--- config.mk ---
export PLATFORM = sky130hd
export DESIGN_NAME = alu_arbiter
export DESIGN_NICKNAME = d
export VERILOG_FILES = /design/src/rtl/alu_arbiter.sv
export SDC_FILE = /design/constraint.sdc
export NUM_CORES = 1
export LEC_CHECK = 0
export ABC_AREA = 1
export CORE_MARGIN = 2
export CORE_UTILIZATION = 45
export DETAILED_ROUTE_END_ITERATION = 8
export PLACE_DENSITY = 0.87
export SYNTH_ARGS = -nofsm -noshare
export SYNTH_HDL_FRONTEND = slang
export SYNTH_SLANG_ARGS = --single-unit
export TNS_END_PERCENT = 20
--- constraint.sdc ---
create_clock -name clk -period 17.4 [get_ports clk]
set_input_delay 5.22 -clock clk [delete_from_list [all_inputs] [get_ports clk]]
set_output_delay 5.22 -clock clk [all_outputs]
set_load 0.02 [all_outputs]
--- src/rtl/alu_arbiter.sv ---
// Round-robin arbiter sharing one combinational ALU between the integer and
// FP issue stages. Operands are registered for the whole EXEC window and the
// result is returned to the winner over a valid/ready response channel.

// Per-requester response holding register: loads on capture, else holds.
module alu_arbiter_resp #(
    parameter int W = 35
) (
    input  logic         clk,
    input  logic         rst,
    input  logic         cap,
    input  logic [W-1:0] d,
    output logic [W-1:0] q
);
    // Capture the ALU result and flags; the value persists after the handshake.
    always_ff @(posedge clk or posedge rst) begin
        if (rst)      q <= '0;
        else if (cap) q <= d;
    end
endmodule

module alu_arbiter #(
    parameter int DATA_W  = 32,
    parameter int OP_W    = 4,
    parameter int INT_LAT = 1,
    parameter int FP_LAT  = 2
) (
    input  logic              clk,
    input  logic              rst,
    input  logic              req0_valid,
    output logic              req0_ready,
    input  logic [DATA_W-1:0] req0_a,
    input  logic [DATA_W-1:0] req0_b,
    input  logic [OP_W-1:0]   req0_op,
    input  logic              req0_float,
    input  logic              req1_valid,
    output logic              req1_ready,
    input  logic [DATA_W-1:0] req1_a,
    input  logic [DATA_W-1:0] req1_b,
    input  logic [OP_W-1:0]   req1_op,
    input  logic              req1_float,
    output logic              resp0_valid,
    input  logic              resp0_ready,
    output logic [DATA_W-1:0] resp0_result,
    output logic              resp0_zero,
    output logic              resp0_fp_cc,
    output logic              resp0_overflow,
    output logic              resp1_valid,
    input  logic              resp1_ready,
    output logic [DATA_W-1:0] resp1_result,
    output logic              resp1_zero,
    output logic              resp1_fp_cc,
    output logic              resp1_overflow,
    output logic [DATA_W-1:0] alu_a,
    output logic [DATA_W-1:0] alu_b,
    output logic [OP_W-1:0]   alu_op,
    output logic              alu_is_float,
    input  logic [DATA_W-1:0] alu_result,
    input  logic              alu_zero,
    input  logic              alu_fp_cc,
    input  logic              alu_overflow,
    output logic              busy
);
    localparam int NUM_REQ = 2;
    localparam int LAT_MAX = (INT_LAT > FP_LAT) ? INT_LAT : FP_LAT;
    localparam int CNT_W   = (LAT_MAX < 2) ? 1 : $clog2(LAT_MAX);
    localparam int RESP_W  = DATA_W + 3;

    typedef enum logic [1:0] {IDLE, EXEC, RESP} state_t;

    typedef struct packed {
        logic [DATA_W-1:0] result;
        logic              zero;
        logic              fp_cc;
        logic              overflow;
    } resp_t;

    state_t state_q, state_d;
    logic             owner, last, grant;
    logic [CNT_W-1:0] cnt;

    logic [NUM_REQ-1:0]             req_valid, req_ready, req_float, resp_ready, resp_valid, cap;
    logic [NUM_REQ-1:0][DATA_W-1:0] req_a, req_b;
    logic [NUM_REQ-1:0][OP_W-1:0]   req_op;
    resp_t [NUM_REQ-1:0]            resp_q;
    resp_t                          alu_resp;

    assign req_valid  = {req1_valid, req0_valid};
    assign req_float  = {req1_float, req0_float};
    assign req_a      = {req1_a, req0_a};
    assign req_b      = {req1_b, req0_b};
    assign req_op     = {req1_op, req0_op};
    assign resp_ready = {resp1_ready, resp0_ready};
    assign alu_resp   = '{result: alu_result, zero: alu_zero, fp_cc: alu_fp_cc, overflow: alu_overflow};

    // Round-robin pick: a lone requester wins, a tie goes to the one not granted last.
    always_comb begin
        grant = 1'b0;
        if (&req_valid)        grant = ~last;
        else if (req_valid[1]) grant = 1'b1;
    end

    // Ready, response valid and capture strobes decoded per requester.
    always_comb begin
        req_ready  = '0;
        resp_valid = '0;
        cap        = '0;
        for (int n = 0; n < NUM_REQ; n++) begin
            req_ready[n]  = (state_q == IDLE) && req_valid[n] && (grant == 1'(n));
            resp_valid[n] = (state_q == RESP) && (owner == 1'(n));
            cap[n]        = (state_q == EXEC) && (cnt == '0) && (owner == 1'(n));
        end
    end

    // State register.
    always_ff @(posedge clk or posedge rst) begin
        if (rst) state_q <= IDLE;
        else     state_q <= state_d;
    end

    // Next-state logic.
    always_comb begin
        state_d = state_q;
        case (state_q)
            IDLE:    if (|req_valid)        state_d = EXEC;
            EXEC:    if (cnt == '0)         state_d = RESP;
            RESP:    if (resp_ready[owner]) state_d = IDLE;
            default:                        state_d = IDLE;
        endcase
    end

    // Operand latch, ownership and latency counter.
    always_ff @(posedge clk or posedge rst) begin
        if (rst) begin
            alu_a        <= '0;
            alu_b        <= '0;
            alu_op       <= '0;
            alu_is_float <= 1'b0;
            owner        <= 1'b0;
            last         <= 1'b1;
            cnt          <= '0;
        end else if (state_q == IDLE && |req_valid) begin
            alu_a        <= req_a[grant];
            alu_b        <= req_b[grant];
            alu_op       <= req_op[grant];
            alu_is_float <= req_float[grant];
            owner        <= grant;
            last         <= grant;
            cnt          <= req_float[grant] ? CNT_W'(FP_LAT - 1) : CNT_W'(INT_LAT - 1);
        end else if (state_q == EXEC && cnt != '0) begin
            cnt          <= cnt - 1'b1;
        end
    end

    genvar g;
    generate
        for (g = 0; g < NUM_REQ; g++) begin : g_resp
            alu_arbiter_resp #(.W(RESP_W)) u_resp (
                .clk (clk),
                .rst (rst),
                .cap (cap[g]),
                .d   (alu_resp),
                .q   (resp_q[g])
            );
        end
    endgenerate

    assign req0_ready     = req_ready[0];
    assign req1_ready     = req_ready[1];
    assign resp0_valid    = resp_valid[0];
    assign resp1_valid    = resp_valid[1];
    assign resp0_result   = resp_q[0].result;
    assign resp0_zero     = resp_q[0].zero;
    assign resp0_fp_cc    = resp_q[0].fp_cc;
    assign resp0_overflow = resp_q[0].overflow;
    assign resp1_result   = resp_q[1].result;
    assign resp1_zero     = resp_q[1].zero;
    assign resp1_fp_cc    = resp_q[1].fp_cc;
    assign resp1_overflow = resp_q[1].overflow;
    assign busy           = (state_q != IDLE);
endmodule

==> results of run 1 <==
layout make-up:
class	instances	area, um2
well taps	211	264
flip-flops and latches	144	3600
clock inverters	15	151
multi-input cells	581	2580
clock buffers	17	425
fillers	1155	4380
repair buffers	332	3290
inverters	147	557
diodes	2	5.00
kinds of logic after synthesis:
family	Yosys count	synth area share, %
and+or+nand+nor	577	36.2
buffers and inverters	211	12.3
DFF	144	51.2
AOI/OAI and AO/OA	4	0.338
power breakdown:
group | total [mW] | internal, mW | switching, mW
clock | 0.357 | 0.201 | 0.156
combinational | 1.05 | 0.433 | 0.617
sequential | 0.608 | 0.506 | 0.101
total | 2.01 | 1.14 | 0.874
layer usage:
metal | track usage, % | vias to the layer above | wire [um]
li1 | - | 3485 | -
met1 | 32.6 | 3403 | 8640
met2 | 46.2 | 357 | 11100
met3 | 9.99 | 55 | 2510
met4 | 12.4 | 0 | 884
met5 | 0 | - | 0
state kept, by name, indices dropped and copies added (netlist names):
register,flops
owner,1
alu_b,32
state_q,2
g_resp.u_resp.q,70
alu_op,4
last,1
alu_is_float,1
alu_a,32
cnt,1
worst paths after layout:
| path | cells after the start | to | slack (ps) |
|---|---|---|---|
| max | 6 | req1_ready | 4540 |
| min | 2 | g_resp[0].u_resp.q[16] | 470 |
| max reg2reg | 5 | g_resp[1].u_resp.q[34] | 14710 |
| min reg2reg | 2 | g_resp[0].u_resp.q[16] | 470 |
| max in group asynchronous | 3 | alu_a[14] | 10740 |
| min in group asynchronous | 2 | g_resp[1].u_resp.q[20] | 5270 |
metrics by stage:
step           setup WS [ps]  hold WS (ps)  cells  total power, mW  area (um2)
2_1_floorplan           6180           450    936             1.17        7040
3_3_place_gp            4600           452   1415             1.64       10300
3_5_place_dp            4550           457   1415             1.66       10300
4_1_cts                 4570           473   1447             2.02       10900
5_1_grt                 4390           490   1449             2.14       10900
6_report                4540           468   1449             2.01       10900
placed cells by master, fill, tap and decap left out, types with 2 or more instances in the layout:
cell             instances
diode_2                  2
nand2_2                  2
nor2_4                   2
clkbuf_16               17
nor2_1                   7
inv_6                    6
clkinvlp_4               5
nand4_1                 70
nand2_1                354
inv_1                  144
clkinv_4                 2
inv_2                    2
buf_4                   10
o21ai_0                  3
inv_8                    2
nand3_2                  2
dfrtp_1                143
nand3_1                140
clkdlybuf4s50_1        321
tightest hold or removal path, delay by kind of cell (launching register included):
kind | cells | cell delay, ps
simple gates | 2 | 100
flops | 1 | 340
==> metrics.cfg, run 1 <==
[outcome]
status = completed

[drt]
first_pass_iters = 5
drc_errors = 0
drt_wl_total_um = 23100
wire_per_inst_um = 15.9
vias = 7300
drt_iter0_markers = 522
detail-route-antenna-nets = 0
vias_per_cell = 5.04

[yosys]
synth_area_um2 = 7040
synthTopCellsByCount = nand2_1, inv_1, dfrtp_1
ys_seq_area_share_pct = 51.2
synth_top_area_share_pct = 50.8
synth_edf_count = 0
ys_warn_count = 0
yosysTopAreaCell = dfrtp_1
ys_ff_latch = 144
ys.flop_type = dfrtp_1
syn_inst = 936
syn_avg_cell_area_um2 = 7.52
synth_nets = 1115
synthTopCellsByArea = dfrtp_1, nand2_1, nand3_1
synthMostInstantiatedCell = nand2_1
async_flop_share_pct = 100
ys_types = 18

[global_routing]
grt_max_degree = 74
antenna_found_initial = 2
grt_pass1_vias = 7055
grt_remaining_overflow = 0
grt_first_pass_wirelength_um = 35800
grtUsageTotal_pct = 27.8

[setup_path]
reg2reg_from = state_q[1]
cp_slowest_stage_delay_ps = 620
path_buf_inv = 4
cp-end-kind = output pin
startpoint_type = input pin
cp_cell_sequence = buf_2 > buf_4 > nand2_2 > buf_4 > nor2_1 > clkdlybuf4s50_1
worstSetupStartpoint = req1_valid
cp.required_ps = 12180
path_max_fanout = 72
critical_path.slowest_cell = clkdlybuf4s50_1
cp_common_cell = buf_4
crit_type = input pin to output pin
cpLargestDelayFamily = buffers and inverters
cp.arrival_ps = 7640

[timing]
min_period_ps = 12860
maxSlewHeadroom_pct = 37.9
fmax_mhz = 77.8
finalSetupViolations = 0
tns_ps = 0
hold_viol_final = 0
slew_viol_final = 0
tightest_slew_ps = 931
rsz0062_at_grt = no
min_period_over_period_pct = 73.9
fin_skew_ps = 7.19

[clock_network]
root_buffer = clkbuf_16
clock_sinks = 144
htreeDepth = 4
cts_hold_buffers = 0
clock_latency_ps = 430
cts_setup_buffers = 0
clkTransAtPathRegs_ps = 60
postCtsResizedCells = 0
cts_buffers = 17
clock_path_buffers = 2
cts_tree = yes

[placed_design]
port_buffers = 322
dp_hpwl_um = 16000
globalplace.congestion = 0.863

[final_layout]
final_core_util_pct = 71.3
area_delta_synth_final_pct = 54.5
drive_gt1_share_pct = 4.37
nets = 1402

[floorplanning]
dieArea_um2 = 16700
coreArea_um2 = 15300
start_util_pct = 46.1
die_h_um = 129
ios = 323
num_rows = 45
die_w_um = 129

[power_and_ir_drop]
power_density_nw_per_um2 = 185
ir_drop_v = 0.000134
p_leak_nw = 5.60

[worst_hold_path]
hp-start = g_resp[0].u_resp.q[16]
min_path_type = flip-flop to flip-flop

[flow_run]
cap_viol_max_count = 0

No activity file was read; power rests on OpenSTA's default activity.
==> inputs of run 2 (changes only) <==
Settings changed: CORE_UTILIZATION 45 to 42, PLACE_DENSITY 0.87 to 0.82.
Clock period 17.4 ns to 12.5 ns, I/O delays scaled along.
==> metrics.cfg, run 2 (synthesis gave the netlist of run 1 again) <==
[setup_path]
startpoint_type = input pin
cp.required_ps = 8750  ; -3430 ps
regToRegSetupSlack_ps = 10080  ; -4630 ps
path_max_fanout = 70  ; -2.8%
cp-end-kind = output pin
crit_type = input pin to output pin
reg2reg_to = g_resp[1].u_resp.q[21]
crit_end = req1_ready
ff2ff_path_depth = 5  ; unchanged
cp.arrival_ps = 6420  ; -1220 ps
worstSetupStartpoint = req0_valid
reg2reg_from = cnt

[timing]
tns_ps = 0  ; unchanged
min_period_over_period_pct = 81.4
slew_viol_final = 0  ; unchanged
fin_skew_ps = 8.39  ; +1.20 ps
tightest_slew_ps = 833  ; -98.1 ps
min_period_ps = 10170
rsz0062_at_grt = no
maxSlewHeadroom_pct = 44.5  ; +6.5 points
fmax_mhz = 98.3
finalSetupViolations = 0  ; unchanged
hold_viol_final = 0  ; unchanged

[clock_network]
htreeDepth = 4  ; unchanged
cts_hold_buffers = 0  ; unchanged
postCtsResizedCells = 0  ; unchanged
clock_sinks = 144  ; unchanged
clock_latency_ps = 420  ; about the same
clkTransAtPathRegs_ps = 60  ; about the same
cts_buffers = 17  ; unchanged
root_buffer = clkbuf_16
cts_tree = yes
clock_path_buffers = 2  ; unchanged
cts_setup_buffers = 0  ; unchanged

[placed_design]
dp_hpwl_um = 15900  ; -1.0%
globalplace.congestion = 0.862  ; -0.13%
port_buffers = 322  ; unchanged

[drt]
vias = 7311  ; +0.15%
detail-route-antenna-nets = 0  ; unchanged
wire_per_inst_um = 15.8  ; -1.2%
vias_per_cell = 5.01  ; -0.47%
drt_wl_total_um = 23000  ; -0.60%
first_pass_iters = 5  ; unchanged
drt_iter0_markers = 434  ; -17%
drc_errors = 0  ; unchanged

[worst_hold_path]
min_path_type = flip-flop to flip-flop
hp-start = g_resp[0].u_resp.q[29]

[global_routing]
grt_max_degree = 93  ; +26%
grt_first_pass_wirelength_um = 36400  ; +1.6%
grt_remaining_overflow = 0  ; unchanged
grt_pass1_vias = 7133  ; +1.1%
grtUsageTotal_pct = 25.9  ; -1.9 points
antenna_found_initial = 1  ; -1

[floorplanning]
num_rows = 47  ; +4.4%
ios = 323  ; unchanged
dieArea_um2 = 17800  ; +6.9%
die_h_um = 133  ; +3.4%
coreArea_um2 = 16500  ; +7.9%
die_w_um = 133  ; +3.4%
start_util_pct = 42.8  ; -3.4 points

[final_layout]
layout_commonest_cell = nand2_1
nets = 1402  ; unchanged
reg_top3 = g_resp.u_resp.q (70), alu_a (32), alu_b (32)
largest_reg_flops = 70  ; unchanged
final_cell_mix = nand2_1, clkdlybuf4s50_1, inv_1
n_fill_cell = 1379  ; +19%
area_delta_synth_final_pct = 55.6
drive_gt1_share_pct = 4.37  ; unchanged
regMostFlops = g_resp.u_resp.q

[power_and_ir_drop]
ir_drop_v = 0.000124  ; -7.4%
finalPower_mw = 2.85  ; +41%
p_leak_nw = 5.63  ; +0.66%
power_density_nw_per_um2 = 260  ; +40%

[outcome]
status = completed

[flow_run]
cap_viol_max_count = 0  ; unchanged

## run 2: changes by cell type in the layout (fill, tap and decap cells not counted)
cell | before | now
bufinv_16 | 1 | 4
clkinvlp_4 | 5 | 3
inv_8 | 2 | 0
clkbuf_8 | 0 | 1
clkinv_4 | 2 | 3
inv_6 | 6 | 5
## run 2: worst min-delay path by stage
stage | slack, ps | to | depth (start not counted)
floorplan | 450 | last | 2
global placement | 450 | g_resp[1].u_resp.q[18] | 2
detailed placement | 460 | g_resp[0].u_resp.q[11] | 2
CTS | 470 | g_resp[0].u_resp.q[11] | 2
global route | 490 | g_resp[0].u_resp.q[19] | 2
finish | 470 | g_resp[0].u_resp.q[29] | 2
## run 2: critical path, cell delays in order
cell	delay, ps
clkdlybuf4s50_1	510
nand2_2	100
buf_4	580
nand2_2	210
buf_4	390
nor2_1	220
clkdlybuf4s50_1	630
## run 2: area by class of cell
class	count	area [um2]	area share, %
Antenna cell	2	5.00	0.0457
Clock buffer	18	439	4.01
Clock inverter	14	204	1.86
Inverter	147	557	5.08
Multi-Input combinational cell	581	2580	23.5
Sequential cell	144	3600	32.9
Tap cell	220	275	2.51
Timing Repair Buffer	332	3290	30.1
## run 2: power by group
group	internal, mW	leakage (nW)	switching [mW]
logic	0.603	3.58	0.852
registers	0.705	1.75	0.132
clock network	0.343	0.304	0.210
## run 2: routing by layer
layer  GRT usage, %  routed length, um
met3           8.41               2210
met1           31.3               8710
met2           42.9              11200
met4           10.8                791
met5              0                  0
## run 2: through the flow
step / util (%) / instances / instance area [um2] / hold slack, ps / worst slack (ps)
2_1_floorplan: - / 936 / 7040 / 450 / 4220
3_3_place_gp: 62.6 / 1424 / 10300 / 452 / 2380
3_5_place_dp: 62.6 / 1424 / 10300 / 457 / 2320
4_1_cts: 66.5 / 1456 / 11000 / 472 / 2320
5_1_grt: 66.5 / 1457 / 11000 / 488 / 2140
6_report: 66.6 / 1458 / 11000 / 465 / 2330
==> inputs of run 3 (changes only) <==
Clock period 12.5 ns to 10.7 ns, I/O delays scaled along.
==> metrics.cfg, run 3 (synthesis gave the netlist of run 1 again) <==
[clock_network]
cts_buffers = 17  ; unchanged
clock_path_buffers = 2  ; unchanged
clkTransAtPathRegs_ps = 60  ; about the same
root_buffer = clkbuf_16
cts_hold_buffers = 0  ; unchanged
postCtsResizedCells = 0  ; unchanged
cts_tree = yes
clock_sinks = 144  ; unchanged
htreeDepth = 4  ; unchanged
cts_setup_buffers = 0  ; unchanged
clock_latency_ps = 420  ; about the same

[setup_path]
ff2ff_path_depth = 6  ; +1
crit_end = req1_ready
cp.required_ps = 7490  ; -1260 ps
reg2reg_from = owner
startpoint_type = input pin
cp.arrival_ps = 4860  ; -1560 ps
worstSetupStartpoint = req1_valid
critical_path.slowest_cell = clkdlybuf4s50_1
cp_cell_sequence = buf_2 > buf_4 > nand2_2 > nor2_1 > clkdlybuf4s50_1
cp-end-kind = output pin
crit_type = input pin to output pin
reg2reg_to = g_resp[0].u_resp.q[17]
path_max_fanout = 72  ; +2.9%
cp_slowest_stage_delay_ps = 630  ; about the same
regToRegSetupSlack_ps = 8390  ; -1690 ps

[floorplanning]
coreArea_um2 = 16500  ; unchanged
die_w_um = 133  ; unchanged
die_h_um = 133  ; unchanged
dieArea_um2 = 17800  ; unchanged
num_rows = 47  ; unchanged
start_util_pct = 42.8  ; unchanged
ios = 323  ; unchanged

[global_routing]
grt_pass1_vias = 7101  ; -0.45%
grtUsageTotal_pct = 26.0  ; +0.053 points
grt_first_pass_wirelength_um = 36600  ; +0.59%
grt_remaining_overflow = 0  ; unchanged
antenna_found_initial = 2  ; +1
grt_max_degree = 81  ; -13%

[power_and_ir_drop]
ir_drop_v = 0.000153  ; +23%
p_leak_nw = 5.59  ; -0.84%
power_density_nw_per_um2 = 298  ; +15%

[timing]
tightest_slew_ps = 1020  ; +182 ps
slew_viol_final = 0  ; unchanged
maxSlewHeadroom_pct = 32.3  ; -12 points
hold_viol_final = 0  ; unchanged
fmax_mhz = 124
tns_ps = 0  ; unchanged
hold_slack_ps = 467  ; +2.25 ps
min_period_ps = 8070
finalSetupViolations = 0  ; unchanged
setup_ws_ps = 2630  ; +295 ps
rsz0062_at_grt = no
min_period_over_period_pct = 75.5
fin_skew_ps = 9.53  ; +1.14 ps

[final_layout]
n_fill_cell = 1354  ; -1.8%
area_delta_synth_final_pct = 54.4
regMostFlops = g_resp.u_resp.q
layout_commonest_cell = nand2_1
largest_reg_flops = 70  ; unchanged
nets = 1402  ; unchanged
drive_gt1_share_pct = 4.13  ; -0.24 points
reg_top3 = g_resp.u_resp.q (70), alu_a (32), alu_b (32)
final_cell_mix = nand2_1, clkdlybuf4s50_1, inv_1

[drt]
wire_per_inst_um = 15.6  ; -0.75%
vias_per_cell = 4.96  ; -1.1%
vias = 7223  ; -1.2%
first_pass_iters = 5  ; unchanged
top_layer_used = met5
drc_errors = 0  ; unchanged
wl_met1_um = 8780  ; +0.77%
drt_wl_total_um = 22800  ; -0.81%
drt_iter0_markers = 462  ; +6.5%
detail-route-antenna-nets = 0  ; unchanged
wl_met3_um = 2290  ; +3.4%
route.met2.wl_um = 10900  ; -2.7%

[flow_run]
cap_viol_max_count = 0  ; unchanged

[placed_design]
globalplace.congestion = 0.821  ; -4.8%
post-place-ws_ps = 2640  ; +319 ps
port_buffers = 322  ; unchanged
dp_hpwl_um = 15600  ; -1.3%

[worst_hold_path]
min_path_type = flip-flop to flip-flop
whs_path_depth = 2  ; unchanged

[outcome]
status = completed

[run 3: worst min-delay path by stage]
stage,from,end
floorplan,last,last
global placement,g_resp[1].u_resp.q[23],g_resp[1].u_resp.q[23]
detailed placement,g_resp[1].u_resp.q[7],g_resp[1].u_resp.q[7]
CTS,g_resp[1].u_resp.q[7],g_resp[1].u_resp.q[7]
global route,g_resp[1].u_resp.q[28],g_resp[1].u_resp.q[28]
finish,g_resp[1].u_resp.q[7],g_resp[1].u_resp.q[7]
[run 3: worst max-delay path: cells and delay by family]
family	cells	cell delay, ps
buf+inv	3	1330
simple gates	2	300
[run 3: layout make-up]
| class | instances | area, um2 | share of cell area, % |
|---|---|---|---|
| Inverter | 147 | 557 | 5.12 |
| Sequential cell | 144 | 3600 | 33.2 |
| Antenna cell | 1 | 2.50 | 0.0230 |
| Tap cell | 220 | 275 | 2.53 |
| Multi-Input combinational cell | 581 | 2580 | 23.7 |
| Timing Repair Buffer | 332 | 3290 | 30.3 |
| Clock buffer | 21 | 450 | 4.14 |
| Clock inverter | 11 | 108 | 0.990 |
[run 3: where the power goes]
group	internal [mW]	total [mW]	switching (mW)
Clock	0.328	0.564	0.236
Sequential	0.823	0.977	0.153
Combinational	0.704	1.70	0.996
Total	1.86	3.24	1.39
[run 3: metrics by stage]
step	area (um2)	instances	total power, mW	utilization (%)
6_report	10900	1457	3.24	66.0
4_1_cts	10900	1456	3.27	66.0
2_1_floorplan	7040	936	1.90	-
3_3_place_gp	10300	1424	2.65	62.6
3_5_place_dp	10300	1424	2.69	62.6
5_1_grt	10900	1457	3.46	66.0
[run 3: per-layer routing]
layer | track usage, % | up-vias
met5 | 0 | -
met4 | 10.5 | 2
met3 | 9.02 | 43
met2 | 42.3 | 332
met1 | 31.8 | 3349
li1 | - | 3497
